[config.mk]
export PLATFORM = sky130hd
export DESIGN_NAME = mem_port_arbiter
export DESIGN_NICKNAME = d
export VERILOG_FILES = /design/src/rtl/mem_port_arbiter.sv
export SDC_FILE = /design/constraint.sdc
export NUM_CORES = 1
export LEC_CHECK = 0
export CAP_MARGIN = 20
export CORE_MARGIN = 1.5
export CORE_UTILIZATION = 47
export CTS_CLUSTER_DIAMETER = 60
export DETAILED_ROUTE_END_ITERATION = 10
export GPL_ROUTABILITY_DRIVEN = 0
export PLACE_DENSITY = 0.81
export SYNTH_ARGS = -nofsm -noshare
export SYNTH_HDL_FRONTEND = slang
export SYNTH_SLANG_ARGS = --single-unit
[constraint.sdc]
create_clock -name clk -period 2.2 [get_ports clk]
set_clock_uncertainty 0.05 [all_clocks]
set_input_delay 0.33 -clock clk [delete_from_list [all_inputs] [get_ports clk]]
set_output_delay 0.33 -clock clk [all_outputs]
set_load 0.05 [all_outputs]
[src/rtl/mem_port_arbiter.sv]
// Purpose: shares one memory port between instruction fetch and data load/store requesters.
// Latency: grant one cycle after a request is seen in IDLE; done one cycle after mem_done (min 3 cycles/access).
// Backpressure: requesters hold en/addr/size/wdata until done; one memory transaction outstanding at a time.
//
// Ports:
//   clk, rst        - clock (rising edge), asynchronous active-low reset
//   i_*             - fetch requester: i_en/i_addr/i_size in, i_done/i_err/i_data out
//   d_*             - data requester: d_en/d_we/d_addr/d_size/d_wdata in, d_done/d_err/d_data out
//   mem_*           - memory side: mem_en/mem_we/mem_addr/mem_size/mem_wdata out, mem_done/mem_rdata in
module mem_port_arbiter #(
  parameter int ADDR_W      = 32,
  parameter int DATA_W      = 32,
  parameter int DATA_STREAK = 4,
  parameter int TIMEOUT     = 256
) (
  input  logic              clk,
  input  logic              rst,
  input  logic              i_en,
  input  logic [ADDR_W-1:0] i_addr,
  input  logic [1:0]        i_size,
  output logic              i_done,
  output logic              i_err,
  output logic [DATA_W-1:0] i_data,
  input  logic              d_en,
  input  logic              d_we,
  input  logic [ADDR_W-1:0] d_addr,
  input  logic [1:0]        d_size,
  input  logic [DATA_W-1:0] d_wdata,
  output logic              d_done,
  output logic              d_err,
  output logic [DATA_W-1:0] d_data,
  output logic              mem_en,
  output logic              mem_we,
  output logic [ADDR_W-1:0] mem_addr,
  output logic [1:0]        mem_size,
  output logic [DATA_W-1:0] mem_wdata,
  input  logic              mem_done,
  input  logic [DATA_W-1:0] mem_rdata
);

  localparam int SW = $clog2(DATA_STREAK + 1);
  localparam int TW = $clog2(TIMEOUT + 1);

  typedef enum logic [1:0] {IDLE, ISSUE, RESP} state_t;
  typedef enum logic {OWN_INST, OWN_DATA} owner_t;

  state_t            state_q, state_d;
  owner_t            owner_q, owner_d;
  logic [SW-1:0]     streak_q, streak_d;
  logic [TW-1:0]     timer_q, timer_d;
  logic              cancel_q, cancel_d;
  logic              mem_we_q, mem_we_d;
  logic [ADDR_W-1:0] mem_addr_q, mem_addr_d;
  logic [1:0]        mem_size_q, mem_size_d;
  logic [DATA_W-1:0] mem_wdata_q, mem_wdata_d;
  logic [DATA_W-1:0] rdata_q, rdata_d;
  logic              err_q, err_d;
  logic [DATA_W-1:0] i_data_q, i_data_d;
  logic              i_err_q, i_err_d;
  logic [DATA_W-1:0] d_data_q, d_data_d;
  logic              d_err_q, d_err_d;

  logic owner_en;
  logic data_win;
  logic resp_ok;

  assign owner_en = (owner_q == OWN_DATA) ? d_en : i_en;
  // Data wins unless it has used up its streak while a fetch is waiting.
  assign data_win = d_en && !(i_en && (streak_q == SW'(DATA_STREAK)));
  // A requester that dropped en mid-transaction gets no done pulse.
  assign resp_ok  = (state_q == RESP) && !cancel_q;

  assign i_done    = resp_ok && (owner_q == OWN_INST);
  assign d_done    = resp_ok && (owner_q == OWN_DATA);
  assign i_data    = i_done ? rdata_q : i_data_q;
  assign i_err     = i_done ? err_q   : i_err_q;
  assign d_data    = d_done ? rdata_q : d_data_q;
  assign d_err     = d_done ? err_q   : d_err_q;

  assign mem_en    = (state_q == ISSUE);
  assign mem_we    = mem_we_q;
  assign mem_addr  = mem_addr_q;
  assign mem_size  = mem_size_q;
  assign mem_wdata = mem_wdata_q;

  always_comb begin
    state_d     = state_q;
    owner_d     = owner_q;
    streak_d    = streak_q;
    timer_d     = timer_q;
    cancel_d    = cancel_q;
    mem_we_d    = mem_we_q;
    mem_addr_d  = mem_addr_q;
    mem_size_d  = mem_size_q;
    mem_wdata_d = mem_wdata_q;
    rdata_d     = rdata_q;
    err_d       = err_q;
    i_data_d    = i_data_q;
    i_err_d     = i_err_q;
    d_data_d    = d_data_q;
    d_err_d     = d_err_q;

    case (state_q)
      IDLE: begin
        if (d_en || i_en) begin
          state_d  = ISSUE;
          timer_d  = '0;
          cancel_d = 1'b0;
          if (data_win) begin
            owner_d     = OWN_DATA;
            mem_we_d    = d_we;
            mem_addr_d  = d_addr;
            mem_size_d  = d_size;
            mem_wdata_d = d_wdata;
            // Streak only counts data grants that made a fetch wait.
            streak_d    = i_en ? streak_q + 1'b1 : '0;
          end else begin
            owner_d     = OWN_INST;
            mem_we_d    = 1'b0;
            mem_addr_d  = i_addr;
            mem_size_d  = i_size;
            mem_wdata_d = '0;
            streak_d    = '0;
          end
        end
      end

      ISSUE: begin
        timer_d  = timer_q + 1'b1;
        cancel_d = cancel_q || !owner_en;
        if (mem_done) begin
          // Completion wins over expiry when both land in the same cycle.
          rdata_d = mem_we_q ? '0 : mem_rdata;
          err_d   = 1'b0;
          state_d = RESP;
        end else if (timer_q == TW'(TIMEOUT)) begin
          // Final ISSUE cycle is the (TIMEOUT+1)th, so the error done lands
          // TIMEOUT+1 cycles after mem_en rises.
          rdata_d = '0;
          err_d   = 1'b1;
          state_d = RESP;
        end
      end

      RESP: begin
        state_d = IDLE;
        if (i_done) begin
          i_data_d = rdata_q;
          i_err_d  = err_q;
        end
        if (d_done) begin
          d_data_d = rdata_q;
          d_err_d  = err_q;
        end
      end

      default: state_d = IDLE;
    endcase
  end

  always_ff @(posedge clk or negedge rst) begin
    if (!rst) begin
      state_q     <= IDLE;
      owner_q     <= OWN_INST;
      streak_q    <= '0;
      timer_q     <= '0;
      cancel_q    <= 1'b0;
      mem_we_q    <= 1'b0;
      mem_addr_q  <= '0;
      mem_size_q  <= '0;
      mem_wdata_q <= '0;
      rdata_q     <= '0;
      err_q       <= 1'b0;
      i_data_q    <= '0;
      i_err_q     <= 1'b0;
      d_data_q    <= '0;
      d_err_q     <= 1'b0;
    end else begin
      state_q     <= state_d;
      owner_q     <= owner_d;
      streak_q    <= streak_d;
      timer_q     <= timer_d;
      cancel_q    <= cancel_d;
      mem_we_q    <= mem_we_d;
      mem_addr_q  <= mem_addr_d;
      mem_size_q  <= mem_size_d;
      mem_wdata_q <= mem_wdata_d;
      rdata_q     <= rdata_d;
      err_q       <= err_d;
      i_data_q    <= i_data_d;
      i_err_q     <= i_err_d;
      d_data_q    <= d_data_d;
      d_err_q     <= d_err_d;
    end
  end

endmodule
==> results.sh <==
export IMPL_outcome="complete, but fails checks"
export IMPL_violations="setup timing"
export IMPL_synthTopCellsByCount="182 x dfrtp_1, 75 x mux2_2, 58 x mux2_1"
export IMPL_finalSetupViolations=66
export IMPL_grt_pass1_vias=7086
export IMPL_cellPowerDensity_nw_per_um2=1750
export IMPL_arrival_ns=2.05
export IMPL_grt_max_degree=65
export IMPL_maxCapViolations=0
export IMPL_setup_slack_ns=-0.225
export IMPL_leakage_nw=5.54
export IMPL_dp_hpwl_mm=15.6
export IMPL_irDropWorstVdd_v=0.00131
export IMPL_cpLargestDelayFamily="buffers and inverters"
export IMPL_drive_gt1_share_pct=30.7
export IMPL_multi_input_area_um2=3910
export IMPL_syn_area_um2=8580
export IMPL_worst_setup_path_start_kind="flip-flop"
export IMPL_grt_usage_pct=25.8
export IMPL_gr_max_usage_layer="met2"
export IMPL_vias_per_cell=5.87
export IMPL_start_util_pct=47.9
export IMPL_antenna_found_initial=0
export IMPL_synth_most_common_cell="dfrtp_1"
export IMPL_use_met1_pct=33.6
export IMPL_path_class="reg2out"
export IMPL_h_tree_depth=4
export IMPL_max_slew_margin_rel_pct=55.4
export IMPL_p_seq_share_pct=27.8
export IMPL_internal_power_mw=12.5
export IMPL_yosysSeqAreaShare_pct=53.1
export IMPL_final_util_pct=72.9
export IMPL_synth_top_area_share_pct=53.1
export IMPL_yosys_area_top_type="dfrtp_1"
export IMPL_portBuffers=273
export IMPL_drt_pre_antenna_iters=4
export IMPL_final_nets=1118
export IMPL_switching_power_mw=10.4
export IMPL_fp_dieW_um=138
export IMPL_grt_ovfl_total=0
export IMPL_p_sw_share_pct=45.5
export IMPL_n_antenna_cell=0
export IMPL_num_vias=7132
export IMPL_met3_usage_pct=7.03
export IMPL_synth_nets=830
export IMPL_rsz0062_at_grt="yes"
export IMPL_grt_pass1_wl_mm=39.1
export IMPL_synth_area_top_cells="dfrtp_1 53%, mux2_2 9.8%, mux2_1 7.6%"
export IMPL_cts_tree="built"
export IMPL_hold_violations=0
export IMPL_regArea_um2=4560
export IMPL_max_stage_delay_ns=0.44
export IMPL_cp_required_ns=1.82
export IMPL_path_cells="nor4_4, buf_6, buf_12, mux2_4, buf_8"
export IMPL_clkLatencyLatePin_ns=0.42
export IMPL_drt_wl_total_mm=25.4
export IMPL_cts_max_path_buffers=2
export IMPL_synth_area_per_cell_um2=12.5
export IMPL_clock_fmax_mhz=412
export IMPL_synth_seq_cells=182
export IMPL_rows=49
export IMPL_ioPinCount=274
export IMPL_drc=0
export IMPL_synth_cells=688
export IMPL_crit_buf_inv=3
export IMPL_power_frac_comb_pct=58.9
export IMPL_cp_max_fo=8
export IMPL_clock_sinks=182
export IMPL_power_mw=22.8
export IMPL_fp_coreArea_um2=17900
export IMPL_synthFlopType="dfrtp_1"
export IMPL_ys_warnings_count=0
export IMPL_wire_per_inst_um=20.9
export IMPL_ys_types=46
export IMPL_finalCritPeriodShare_pct=110
export IMPL_tightest_slew_ns=0.669
export IMPL_cts_root_buf="clkbuf_16"
export IMPL_fillerInstances=1167
export IMPL_ant_nets=0
export IMPL_slew_violations=0
export IMPL_cts_inserted_buffers=17
export IMPL_path_clk_slew_ns=0.06
export IMPL_worst_path_max_delay_cell="dfrtp_2"
export IMPL_die_area_um2=19100
export IMPL_area_growth_pct=52.1
export IMPL_synth_edff_count=0
export IMPL_synthArstFlopShare_pct=100
export IMPL_p_clk_share_pct=13.3
export IMPL_drt_first_iter_violations=495
export IMPL_min_period_ns=2.43
export IMPL_die_h_um=138
export IMPL_hp_class="in2async"
export IMPL_endpoint_kind="primary output"
export IMPL_grt_use_met2_pct=41.4
[per-stage QoR]
step / setup TNS (ns) / hold WS [ns] / instances / setup WS, ns / instance area [um^2]
3_5_place_dp: 0 / 0.308 / 1158 / 0.0792 / 11500
2_1_floorplan: 0 / -0.0156 / 688 / 0.0340 / 8580
6_report: -12.87 / 0.404 / 1216 / -0.225 / 13000
4_1_cts: -10.94 / 0.408 / 1206 / -0.215 / 12800
3_3_place_gp: 0 / 0.312 / 1158 / 0.0904 / 11500
5_1_grt: -18.15 / 0.421 / 1216 / -0.307 / 13000
[registers in the layout, indices dropped and copies added (netlist names), 3 cells and up]
name and flops:
mem_wdata 32, d_data_q 32, i_data_q 32, rdata_q 32, streak_q 3, mem_addr 32
timer_q 9
[area by class of cell]
class / instances / share of cell area (%)
Sequential cell: 182 / 34.9
Multi-Input combinational cell: 435 / 30.0
Timing Repair Buffer: 333 / 28.3
Clock buffer: 24 / 3.69
Tap cell: 229 / 2.20
Clock inverter: 6 / 0.700
Inverter: 7 / 0.221
[cells in the final DEF (no fill, tap or decap), types with 2 or more instances in the layout]
cell,count
clkdlybuf4s50_1,203
dfrtp_1,180
mux2_2,67
mux2_4,66
buf_6,58
o21ai_0,42
nand3_1,37
nand4_1,36
a22o_1,35
o211ai_1,35
buf_4,35
and2_1,33
a221o_1,31
clkbuf_16,22
buf_8,13
buf_12,12
inv_1,5
mux2i_1,5
nand2_1,4
ha_1,4
clkbuf_8,4
clkbuf_1,4
bufbuf_16,4
and3_1,3
a21oi_1,3
a31oi_1,3
nor2_1,3
or2_2,2
nor4b_2,2
a41oi_1,2
o31ai_1,2
a21o_1,2
bufinv_16,2
inv_6,2
dfrtp_2,2
[kinds of logic after synthesis]
| kind of cell | Yosys count | share of synthesized area, % |
|---|---|---|
| compound gates | 159 | 14.1 |
| xor+xnor | 1 | 0.102 |
| fa+ha+maj | 4 | 0.584 |
| buf+inv | 71 | 4.42 |
| flops | 182 | 53.1 |
| mux | 138 | 18.0 |
| simple gates | 133 | 9.69 |
[per-layer routing]
layer / part of all wire (%) / vias up
met3: 7.6 / 45
met5: 0 / -
li1: - / 3190
met4: 2.8 / 0
met1: 40 / 3573
met2: 49 / 324
[final timing paths]
check	startpoint	end	slack, ns	cells after the start
setup / recovery	owner_q	i_data[18]	-0.23	5
hold / removal	rst	d_data_q[21]	0.40	2
setup reg to reg	owner_q	i_data_q[12]	0.18	6
hold reg to reg	mem_wdata[2]	mem_wdata[2]	0.46	1
max in group asynchronous	rst	mem_addr[30]	0.88	3
min in group clk	i_addr[23]	mem_addr[23]	0.43	3
[power by group through the flow]
stage / combinational [mW] / clock, mW / sequential, mW
after floorplan: 6.19 / 0 / 7.98
after global placement: 11.7 / 0 / 6.19
after detailed placement: 11.9 / 0 / 6.24
after CTS: 13.1 / 3.08 / 6.25
after global routing: 14.1 / 3.22 / 6.55
final: 13.5 / 3.03 / 6.35
[repair_timing]
item                                   CTS  global route
pin swaps                                2             2
buffers inserted                        12             5
setup endpoints to repair               66            69
hold buffers                             1             0
gates resized for setup                137            32
gates cloned                             5             6
endpoints found under the hold margin   59             0
Note: power is estimated with default switching activity, not from simulation.
